`config.mk`:
```
export PLATFORM = sky130hd
export DESIGN_NAME = smart_bulb_ctrl
export DESIGN_NICKNAME = d
export VERILOG_FILES = /design/src/rtl/smart_bulb_ctrl.sv
export SDC_FILE = /design/constraint.sdc
export NUM_CORES = 1
export LEC_CHECK = 0
export CAP_MARGIN = 10
export CORE_MARGIN = 4
export CORE_UTILIZATION = 48
export DETAILED_ROUTE_END_ITERATION = 16
export PLACE_DENSITY = 0.76
export REMOVE_ABC_BUFFERS = 1
export SLEW_MARGIN = 40
export SYNTH_ARGS = -nofsm -noshare
export SYNTH_HDL_FRONTEND = slang
export SYNTH_SLANG_ARGS = --single-unit
```
`constraint.sdc`:
```
create_clock -name clk -period 3.07 [get_ports clk]
set_clock_uncertainty 0.1 [all_clocks]
set_input_delay 0.7675 -clock clk [delete_from_list [all_inputs] [get_ports clk]]
set_output_delay 0.7675 -clock clk [all_outputs]
set_load 0.02 [all_outputs]
```
`src/rtl/smart_bulb_ctrl.sv`:
```
// Bulb-side controller for the smart_link lighting interface: samples the BULB
// signals and drives PWM-dimmed R/G/B enables with period-aligned level/colour updates.
module smart_bulb_ctrl #(
    parameter int BRIGHT_W = 4
) (
    input  logic                clk,
    input  logic                rst,
    input  logic                on_off,
    input  logic [BRIGHT_W-1:0] brightness,
    input  logic [1:0]          color,
    output logic                led_r,
    output logic                led_g,
    output logic                led_b,
    output logic                lamp_on,
    output logic [BRIGHT_W-1:0] cur_level,
    output logic [1:0]          cur_color,
    output logic                cfg_chg
);

    typedef enum logic [1:0] {
        WHITE = 2'd0,
        RED   = 2'd1,
        BLUE  = 2'd2,
        GREEN = 2'd3
    } color_e;

    localparam int                LMAX     = (1 << BRIGHT_W) - 1;
    localparam logic [BRIGHT_W-1:0] CNT_LAST = BRIGHT_W'(LMAX - 1);

    logic                on_q;
    logic [BRIGHT_W-1:0] bri_q;
    logic [1:0]          col_q;
    logic [BRIGHT_W-1:0] cnt;

    logic                wrap;
    logic [BRIGHT_W-1:0] cnt_nxt;
    logic [BRIGHT_W-1:0] lvl_nxt;
    logic [1:0]          col_nxt;
    logic                pwm_nxt;
    logic                chg;
    logic                r_en;
    logic                g_en;
    logic                b_en;

    // LEDs are registered from the next-state values, so in every cycle they
    // equal (cnt < cur_level) decoded by cur_color as seen on the outputs.
    // NOTE: every signal gets an unconditional value at the top of always_comb so no latch is inferred.
    always_comb begin
        wrap    = (cnt == CNT_LAST);
        cnt_nxt = wrap ? '0 : cnt + BRIGHT_W'(1);
        lvl_nxt = cur_level;
        col_nxt = cur_color;
        if (wrap) begin
            lvl_nxt = bri_q;
            col_nxt = col_q;
        end
        if (!on_q) begin
            lvl_nxt = '0;
        end
        pwm_nxt = (cnt_nxt < lvl_nxt);
        chg     = (on_off != on_q) || (brightness != bri_q) || (color != col_q);
        r_en    = (col_nxt == WHITE) || (col_nxt == RED);
        g_en    = (col_nxt == WHITE) || (col_nxt == GREEN);
        b_en    = (col_nxt == WHITE) || (col_nxt == BLUE);
    end

    // NOTE: sequential state uses non-blocking assignments so all registers update from pre-edge values.
    always_ff @(posedge clk or posedge rst) begin
        if (rst) begin
            on_q      <= 1'b0;
            bri_q     <= '0;
            col_q     <= 2'd0;
            cnt       <= '0;
            cur_level <= '0;
            cur_color <= 2'd0;
            cfg_chg   <= 1'b0;
            led_r     <= 1'b0;
            led_g     <= 1'b0;
            led_b     <= 1'b0;
        end else begin
            on_q      <= on_off;
            bri_q     <= brightness;
            col_q     <= color;
            cnt       <= cnt_nxt;
            cur_level <= lvl_nxt;
            cur_color <= col_nxt;
            cfg_chg   <= chg;
            led_r     <= pwm_nxt && r_en;
            led_g     <= pwm_nxt && g_en;
            led_b     <= pwm_nxt && b_en;
        end
    end

    assign lamp_on = on_q;

endmodule

```
======== Word-level counts from Yosys, hierarchy flattened ========
Cells that the tools add are included.
word-level totals
  bits in registers ....................... 21
  input port bits ......................... 9
  output and inout port bits .............. 11
  logic and storage cells ................. 32
operators by class
  add/subtract/negate cells ............... 1
  $lt $le $gt $ge ......................... 1
  eq/ne operators ......................... 7
  mux-type cells .......................... 4
  reduce and logical (&&, ||, !) cells .... 9
operator list
  cell                                                  count
  2-to-1 mux 4 bit                                      3
  logical OR 1 bit                                      5
  adder 4 x 1 -> 4 bit (second input constant)          1
  equality test 2 bit (second input constant)           2
  equality test 4 bit (second input constant)           1
  < comparator 4 bit                                    1
  != test 4 bit                                         1
  logical AND 1 bit                                     3
  equality test 2 x 1 -> 1 bit (second input constant)  1
  zero test 2 bit                                       1
  2-to-1 mux 2 bit                                      1
  != test 2 bit                                         1
  != test 1 bit                                         1

======== Depth between registers and ports, before layout ========
Gate-level depths: netlist of the first run.
  depth after elaboration ................. 5
  mapped depth ............................ 10
  gate-level depth less buffers ........... 9

======== Worst setup path after synthesis of the first run ========
No wires, ideal clock.
  kind .................................... register to register
  start ................................... register cnt[0]
  end ..................................... register led_g
  setup time .............................. 0.086 ns
  data arrival time ....................... 2.105 ns
  data required time ...................... 2.884 ns
  slack ................................... 0.780 ns
  cell stages (with the launch flop) ...... 11
  path buffers ............................ 1
  period minus slack after synthesis ...... 2.290 ns
  cell sequence ........................... dfrtp_1 -> inv_1 -> ha_1 -> and3_1 -> buf_6 -> mux2i_1 -> nand2b_1 -> ha_1 -> nor4b_2 -> nand4_1 -> a32oi_1
between the ends
  word-level cells in the longest chain between the ends .. 5
  elaborated cells between the ends (all ways) .. 11
  classes of those cells .................. 1 x add/sub; 1 x order compare; 2 x eq/ne; 4 x mux; 3 x reduce/logical
ends and longest elaborated chain
  what                                                                          line  text
  start: declaration                                                            33    logic [BRIGHT_W-1:0] cnt;
  start signal: assignment                                                      84    cnt <= cnt_nxt;
  parallel branches: the longest is 4 deep, another holds adder 4 x 1 -> 4 bit  -
  logical AND 1 bit *                                                           89    led_g <= pwm_nxt && g_en;
  end signal: assignment                                                        89
  end: declaration                                                              12    output logic led_g,
Mark *: on every way between the ends.

======== Final worst setup path of the first run ========
Ends and elaborated chain as after synthesis.

==> flow_summary_export.csv, run 1 <==
group,metric,value,unit
power_and_ir_drop,p_seq_share,62.9,%
clock_tree,cts_buffers,3,
power_and_ir_drop,peakVddDrop,0.399,mV
place,gp_congestion,0.788,
setup_path,required,3.19,ns
place,dpl.hpwl,1250,um
clock_tree,clk_pin_slew,0.10,ns
place,placed_cell_area,0.00115,mm2
clock_tree,postCtsSetupRepairBufs,0,
power_and_ir_drop,p_clk_share,27.8,%
worst_hold_path,hp-class,"reg2reg",
yosys,ys.flop_type,"dfrtp_1",
power_and_ir_drop,p_sw,0.000106,W
yosys,async_flop_share,100,%
setup_path,setup.worst_path.class,"reg2reg",
timing,slew_violations,0,
routing,drt-total-wl,1610,um
routing,firstDrtPassIters,3,
power_and_ir_drop,power.internal,0.000357,W
clock_tree,hold_buffers,0,
setup_path,worstSetupEndpointType,"register",
clock_tree,cts_resized,0,
setup_path,cp_cell_sequence,"inv_1 -> ha_1 -> and3_1 -> mux2i_1 -> nand2b_1 -> ha_1 -> nor4b_2 -> nand4_1 -> a32oi_1",
yosys,ys_seq_area_share,56.0,%
grt,grt_first_pass_wirelength,2770,um
yosys,synth.avg_cell_area,12.3,um2
run,drv_cap,0,
setup_path,crit_path_max_incr_delay,0.45,ns
yosys,synthDistinctLibCells,24,
setup_path,arrival,2.75,ns
grt,first_global_vias,633,
grt,grt.overflow.total,0,
yosys,netlist_top_cells_area,"dfrtp_1 (56%), ha_1 (6.7%), xnor2_1 (5.6%)",
grt,grtUsageTotal,14.0,%
floorplanning,io_pins,20,
power_and_ir_drop,power_density,393,mW/mm2
timing,worstMarginPinSlew,0.714,ns
clock_tree,cts_tree,"done",
timing,tns,0,ns
timing,grt_setup_unrepaired,"no",
clock_tree,htreeDepth,1,
timing,hold_slack,0.450,ns
yosys,synth.most_common_cell,"dfrtp_1",
yosys,syn_area,938,um2
timing,max_freq,0.381,GHz
routing,ant_nets,0,
timing,finalSetupViolCount,0,
layout,nets,113,
clock_tree,clk_latency,0.30,ns
floorplanning,dieArea,0.00273,mm2
timing,fin_crit,2.63,ns
yosys,synth_edf_count,0,
routing,wl_per_cell,13.0,um
power_and_ir_drop,switching_share,22.9,%
layout,diodes,0,
layout,area_growth,25.3,%
yosys,synth_commonest_cells,"dfrtp_1 (21), xnor2_1 (6), ha_1 (5), nand2_1 (5), xor2_1 (4)",
floorplanning,die_x,52.2,um
power_and_ir_drop,power_frac_comb,9.3,%
setup_path,cpMostUsedCell,"ha_1",
setup_path,crit_fanout,10,
setup_path,slowest_stage,"dfrtp_1",
layout,stdcell_area,0.00118,mm2
floorplanning,start_util,52.6,%
yosys,synth_cells,76,
status,status,"completed",
timing,hold_violations,0,
layout,n_fill_cell,144,
clock_tree,cts_root_buf,"clkbuf_4",
timing,min_period_over_period,85.6,%
routing,vias,612,
floorplanning,die_y,52.2,um
layout,drive_above_1_share,7.14,%
routing,drcViolationCount,0,
yosys,synth_area_leader_cell,"dfrtp_1",
grt,antenna_found_initial,0,
yosys,ys_warn_count,0,
clock_tree,clockBufferDepth,2,
yosys,synth-seq-cells,21,
grt,grt_max_degree,22,
clock_tree,numClockSinks,21,
floorplanning,coreArea,0.00178,mm2
routing,vias_per_cell,4.98,
floorplanning,num_rows,15,
yosys,netlist.area_leader.share,56.0,%
timing,slew_headroom,52.1,%
routing,drtIter0Drc,6,
setup_path,r2r_slack,0.44,ns
power_and_ir_drop,leakage,0.496,nW
setup_path,start_kind,"register",
place,portBuffers,19,
==> worst max-delay path: cells and delay by family, from the launching register on <==
family,cells,cell delay [ns]
AOI/OAI and AO/OA,1,0.22
adders and majority gates,2,0.42
buffers and inverters,1,0.09
DFF,1,0.45
muxes,1,0.15
and+or+nand+nor,4,1.12
==> final timing paths <==
path / from / cells past startpoint / to
max: cnt[0] / 9 / led_g
min: cnt[0] / 1 / cnt[0]
max reg2reg: cnt[0] / 9 / led_g
min reg2reg: cnt[0] / 1 / cnt[0]
max in group asynchronous: rst / 2 / cnt[3]
min in group asynchronous: rst / 2 / col_q[0]
==> cell families (layout without fill, tap and decap cells) <==
family	count (synthesis)	in the layout	synth area share, %
AND/OR/NAND/NOR	22	22	13.2
flip-flops	21	21	56.0
XOR/XNOR	10	10	9.33
AO/OA/AOI/OAI	9	9	6.00
adder cells (fa/ha/maj)	5	5	6.67
multiplexers	5	5	6.40
buffers and inverters	4	26	2.40
==> final cells by class <==
class                   instances  area [um2]  area share (%)
repair buffers                 19         190            16.2
clock inverters                 1        5.00           0.426
multi-input cells              51         390            33.2
clock buffers                   3        22.5            1.91
flip-flops and latches         21         526            44.7
well taps                      25        31.3            2.66
inverters                       3        11.3           0.957
==> cells in the final DEF (no fill, tap or decap) <==
cell	netlist	layout
a21boi_0	1	1
a21oi_1	2	2
a31oi_1	2	2
a32oi_1	1	1
and3_1	1	1
clkbuf_4	0	3
clkdlybuf4s50_1	0	19
clkinv_1	0	1
clkinv_2	0	1
dfrtp_1	21	21
ha_1	5	5
inv_1	3	2
mux2_4	2	2
mux2i_1	3	3
nand2_1	5	5
nand2b_1	2	2
nand3_1	3	3
nand4_1	2	2
nor2_1	3	3
nor2b_1	3	3
nor4_1	1	1
nor4b_2	1	1
o211ai_1	1	1
o21ai_0	2	2
or2b_1	1	1
xnor2_1	6	6
xor2_1	4	4
==> flip-flops by register name (all words and copies together) (netlist names) <==
name	count
bri_q	4
cnt	4
cur_level	4
col_q	2
cur_color	2
cfg_chg	1
lamp_on	1
led_b	1
led_g	1
led_r	1
==> routing by layer <==
metal  vias to the layer above  GRT usage (%)  routed length [um]
met4                         0           2.55                  17
li1                        307              -                   -
met2                        16           23.2                 774
met3                         2           5.98                  92
met5                         -              0                   0
met1                       287           17.3                 720
==> stage by stage <==
stage	power, W	util [%]	setup WS, ns	cells
finish	0.000463	66.0	0.442	123
global route	0.000488	66.0	0.163	123
CTS	0.000471	66.0	0.415	123
detailed placement	0.000340	64.4	0.442	119
global placement	0.000340	64.4	0.595	119
floorplan	0.000317	-	0.724	75
==> power by group through the flow <==
| stage | combinational, W | sequential, W | clock (W) |
|---|---|---|---|
| 3_5_place_dp | 0.0000438 | 0.000296 | 0 |
| 5_1_grt | 0.0000472 | 0.000293 | 0.000149 |
| 4_1_cts | 0.0000441 | 0.000291 | 0.000136 |
| 2_1_floorplan | 0.0000185 | 0.000299 | 0 |
| 6_report | 0.0000431 | 0.000291 | 0.000128 |
| 3_3_place_gp | 0.0000433 | 0.000296 | 0 |
Note: power is estimated with default switching activity, not from simulation.
==> run 2: changes to the inputs <==
Settings changed: CORE_UTILIZATION 48 to 35, PLACE_DENSITY 0.76 to default.
==> run 2 against run 1 <==
  * Via count rose by 2.3%
  * Clock-buffer cell count stayed put
  * Maximum frequency increased by 10%
  * Sequential share of layout area fell by 0.52 points
  * Worst setup slack improved by 0.25 ns
  * Critical path depth unchanged
  * Clock power is essentially flat
  * Final cell count up 4.9%
  * Die area is 31% higher
  * Routed wire length is 4.3% higher
  * Non-clock buffer count up 1
  * First-iteration DRC count up 67%
  * Critical path type unchanged
  * Critical endpoint unchanged
  * Largest cell class unchanged
  * Largest power group unchanged
==> flow_summary_export.csv, run 2 (same netlist as run 1, synthesis figures left out) <==
group,metric,value,unit
status,status,"completed",
grt,antenna_found_initial,0,
floorplanning,dieArea,0.00357,mm2
layout,nets,114,
setup_path,start_kind,"register",
grt,grt_first_pass_wirelength,2770,um
clock_tree,cts_tree,"done",
place,dpl.hpwl,1310,um
timing,grt_setup_unrepaired,"no",
timing,hold_slack,0.442,ns
setup_path,arrival,2.51,ns
worst_hold_path,holdPathStages,1,
setup_path,required,3.20,ns
setup_path,cpMostUsedCell,"ha_1",
layout,layout_common_cells,"dfrtp_1 (21), clkdlybuf4s50_1 (19), xnor2_1 (6), nand2_1 (5), ha_1 (5)",
timing,slew_violations,0,
power_and_ir_drop,p_sw,0.000109,W
clock_tree,postCtsSetupRepairBufs,0,
grt,grt.overflow.total,0,
clock_tree,clk_pin_slew,0.11,ns
layout,n_fill_cell,253,
timing,worstMarginPinSlew,0.438,ns
grt,first_global_vias,643,
worst_hold_path,hp-class,"reg2reg",
clock_tree,cts_root_buf,"clkbuf_4",
clock_tree,cts_resized,0,
run,drv_cap,0,
floorplanning,start_util,37.2,%
grt,use_met2,16.5,%
timing,min_period_over_period,77.5,%
setup_path,crit_path_max_incr_delay,0.45,ns
layout,register_area,526,um2
timing,slew_headroom,70.8,%
setup_path,rr_endpoint,"led_g",
grt,grtUsageTotal,10.0,%
layout,top_regs,"bri_q x4, cnt x4, cur_level x4",
timing,finalSetupViolCount,0,
grt,grt_max_degree,22,
worst_hold_path,hold_end,"cnt[0]",
clock_tree,clk_latency,0.30,ns
clock_tree,htreeDepth,1,
worst_hold_path,hold_path_startpoint,"cnt[0]",
timing,hold_violations,0,
layout,drive_above_1_share,9.09,%
clock_tree,cts_buffers,3,
setup_path,r2r_slack,0.69,ns
routing,firstDrtPassIters,3,
place,gp_congestion,0.798,
routing,vias_per_cell,4.85,
floorplanning,io_pins,20,
layout,final_common_cell,"dfrtp_1",
setup_path,timing.rr.start,"cnt[0]",
setup_path,critPathBufInv,1,
power_and_ir_drop,p_seq_share,62.5,%
floorplanning,coreArea,0.00252,mm2
power_and_ir_drop,power_density,391,mW/mm2
place,portBuffers,19,
power_and_ir_drop,leakage,0.504,nW
layout,diodes,0,
power_and_ir_drop,peakVddDrop,0.326,mV
setup_path,r2r_cells,9,
power_and_ir_drop,p_clk_share,28.1,%
clock_tree,numClockSinks,21,
setup_path,cp_top_family,"simple AND/OR/NAND/NOR gates",
routing,wl_per_cell,13.0,um
setup_path,worstSetupEndpointType,"register",
clock_tree,hold_buffers,0,
timing,max_freq,0.420,GHz
clock_tree,clockBufferDepth,2,
power_and_ir_drop,power.internal,0.000357,W
routing,drcViolationCount,0,
timing,tns,0,ns
grt,met1_usage,13.4,%
grt,busiest_layer,"met2",
routing,ant_nets,0,
setup_path,crit_fanout,6,
floorplanning,num_rows,18,
setup_path,slowest_stage,"dfrtp_1",
floorplanning,die_x,59.8,um
layout,multiInputGateArea,390,um2
setup_path,cp_cell_sequence,"inv_1 -> ha_1 -> and3_1 -> mux2i_1 -> nand2b_1 -> ha_1 -> nor4b_2 -> nand4_1 -> a32oi_1",
floorplanning,die_y,59.8,um
routing,drt-total-wl,1670,um
timing,fin_crit,2.38,ns
grt,met3_usage,1.94,%
layout,area_growth,26.8,%
routing,drtIter0Drc,10,
setup_path,setup.worst_path.class,"reg2reg",
power_and_ir_drop,power_frac_comb,9.5,%
power_and_ir_drop,switching_share,23.4,%
routing,vias,626,
run 2: area by class of cell:
| cell class | count | area share, % |
|---|---|---|
| Clock inverter | 1 | 0.421 |
| Clock buffer | 3 | 1.89 |
| Tap cell | 30 | 3.15 |
| Multi-Input combinational cell | 51 | 32.8 |
| Sequential cell | 21 | 44.2 |
| Timing Repair Buffer | 20 | 16.6 |
| Inverter | 3 | 0.946 |
run 2: worst max-delay path by stage:
stage | startpoint | end | slack (ns) | cells after the start
after floorplan | cnt[0] | led_g | 0.72 | 9
after global placement | cnt[0] | led_g | 0.73 | 9
after detailed placement | cnt[0] | led_g | 0.69 | 9
after CTS | cnt[0] | led_g | 0.67 | 9
after global routing | cnt[0] | led_g | 0.45 | 9
final | cnt[0] | led_g | 0.69 | 9
run 2: routing by layer:
layer / share of wire [%] / vias up
li1: - / 313
met1: 46 / 298
met2: 48 / 13
met3: 4.4 / 2
met4: 1.0 / 0
met5: 0 / -
run 2: power by group through the flow:
| stage | combinational [W] | sequential, W | clock, W |
|---|---|---|---|
| finish | 0.0000441 | 0.000291 | 0.000131 |
| global route | 0.0000486 | 0.000292 | 0.000151 |
| CTS | 0.0000452 | 0.000291 | 0.000138 |
| detailed placement | 0.0000450 | 0.000296 | 0 |
| global placement | 0.0000442 | 0.000296 | 0 |
| floorplan | 0.0000185 | 0.000299 | 0 |
run 2: through the flow:
step	area (um2)	util, %	setup WS (ns)	std cells	power, W
6_report	1190	47.2	0.690	129	0.000466
5_1_grt	1190	47.2	0.450	129	0.000492
4_1_cts	1190	47.2	0.674	129	0.000474
3_5_place_dp	1160	46.1	0.695	125	0.000341
3_3_place_gp	1160	46.1	0.732	125	0.000341
2_1_floorplan	927	-	0.724	75	0.000317
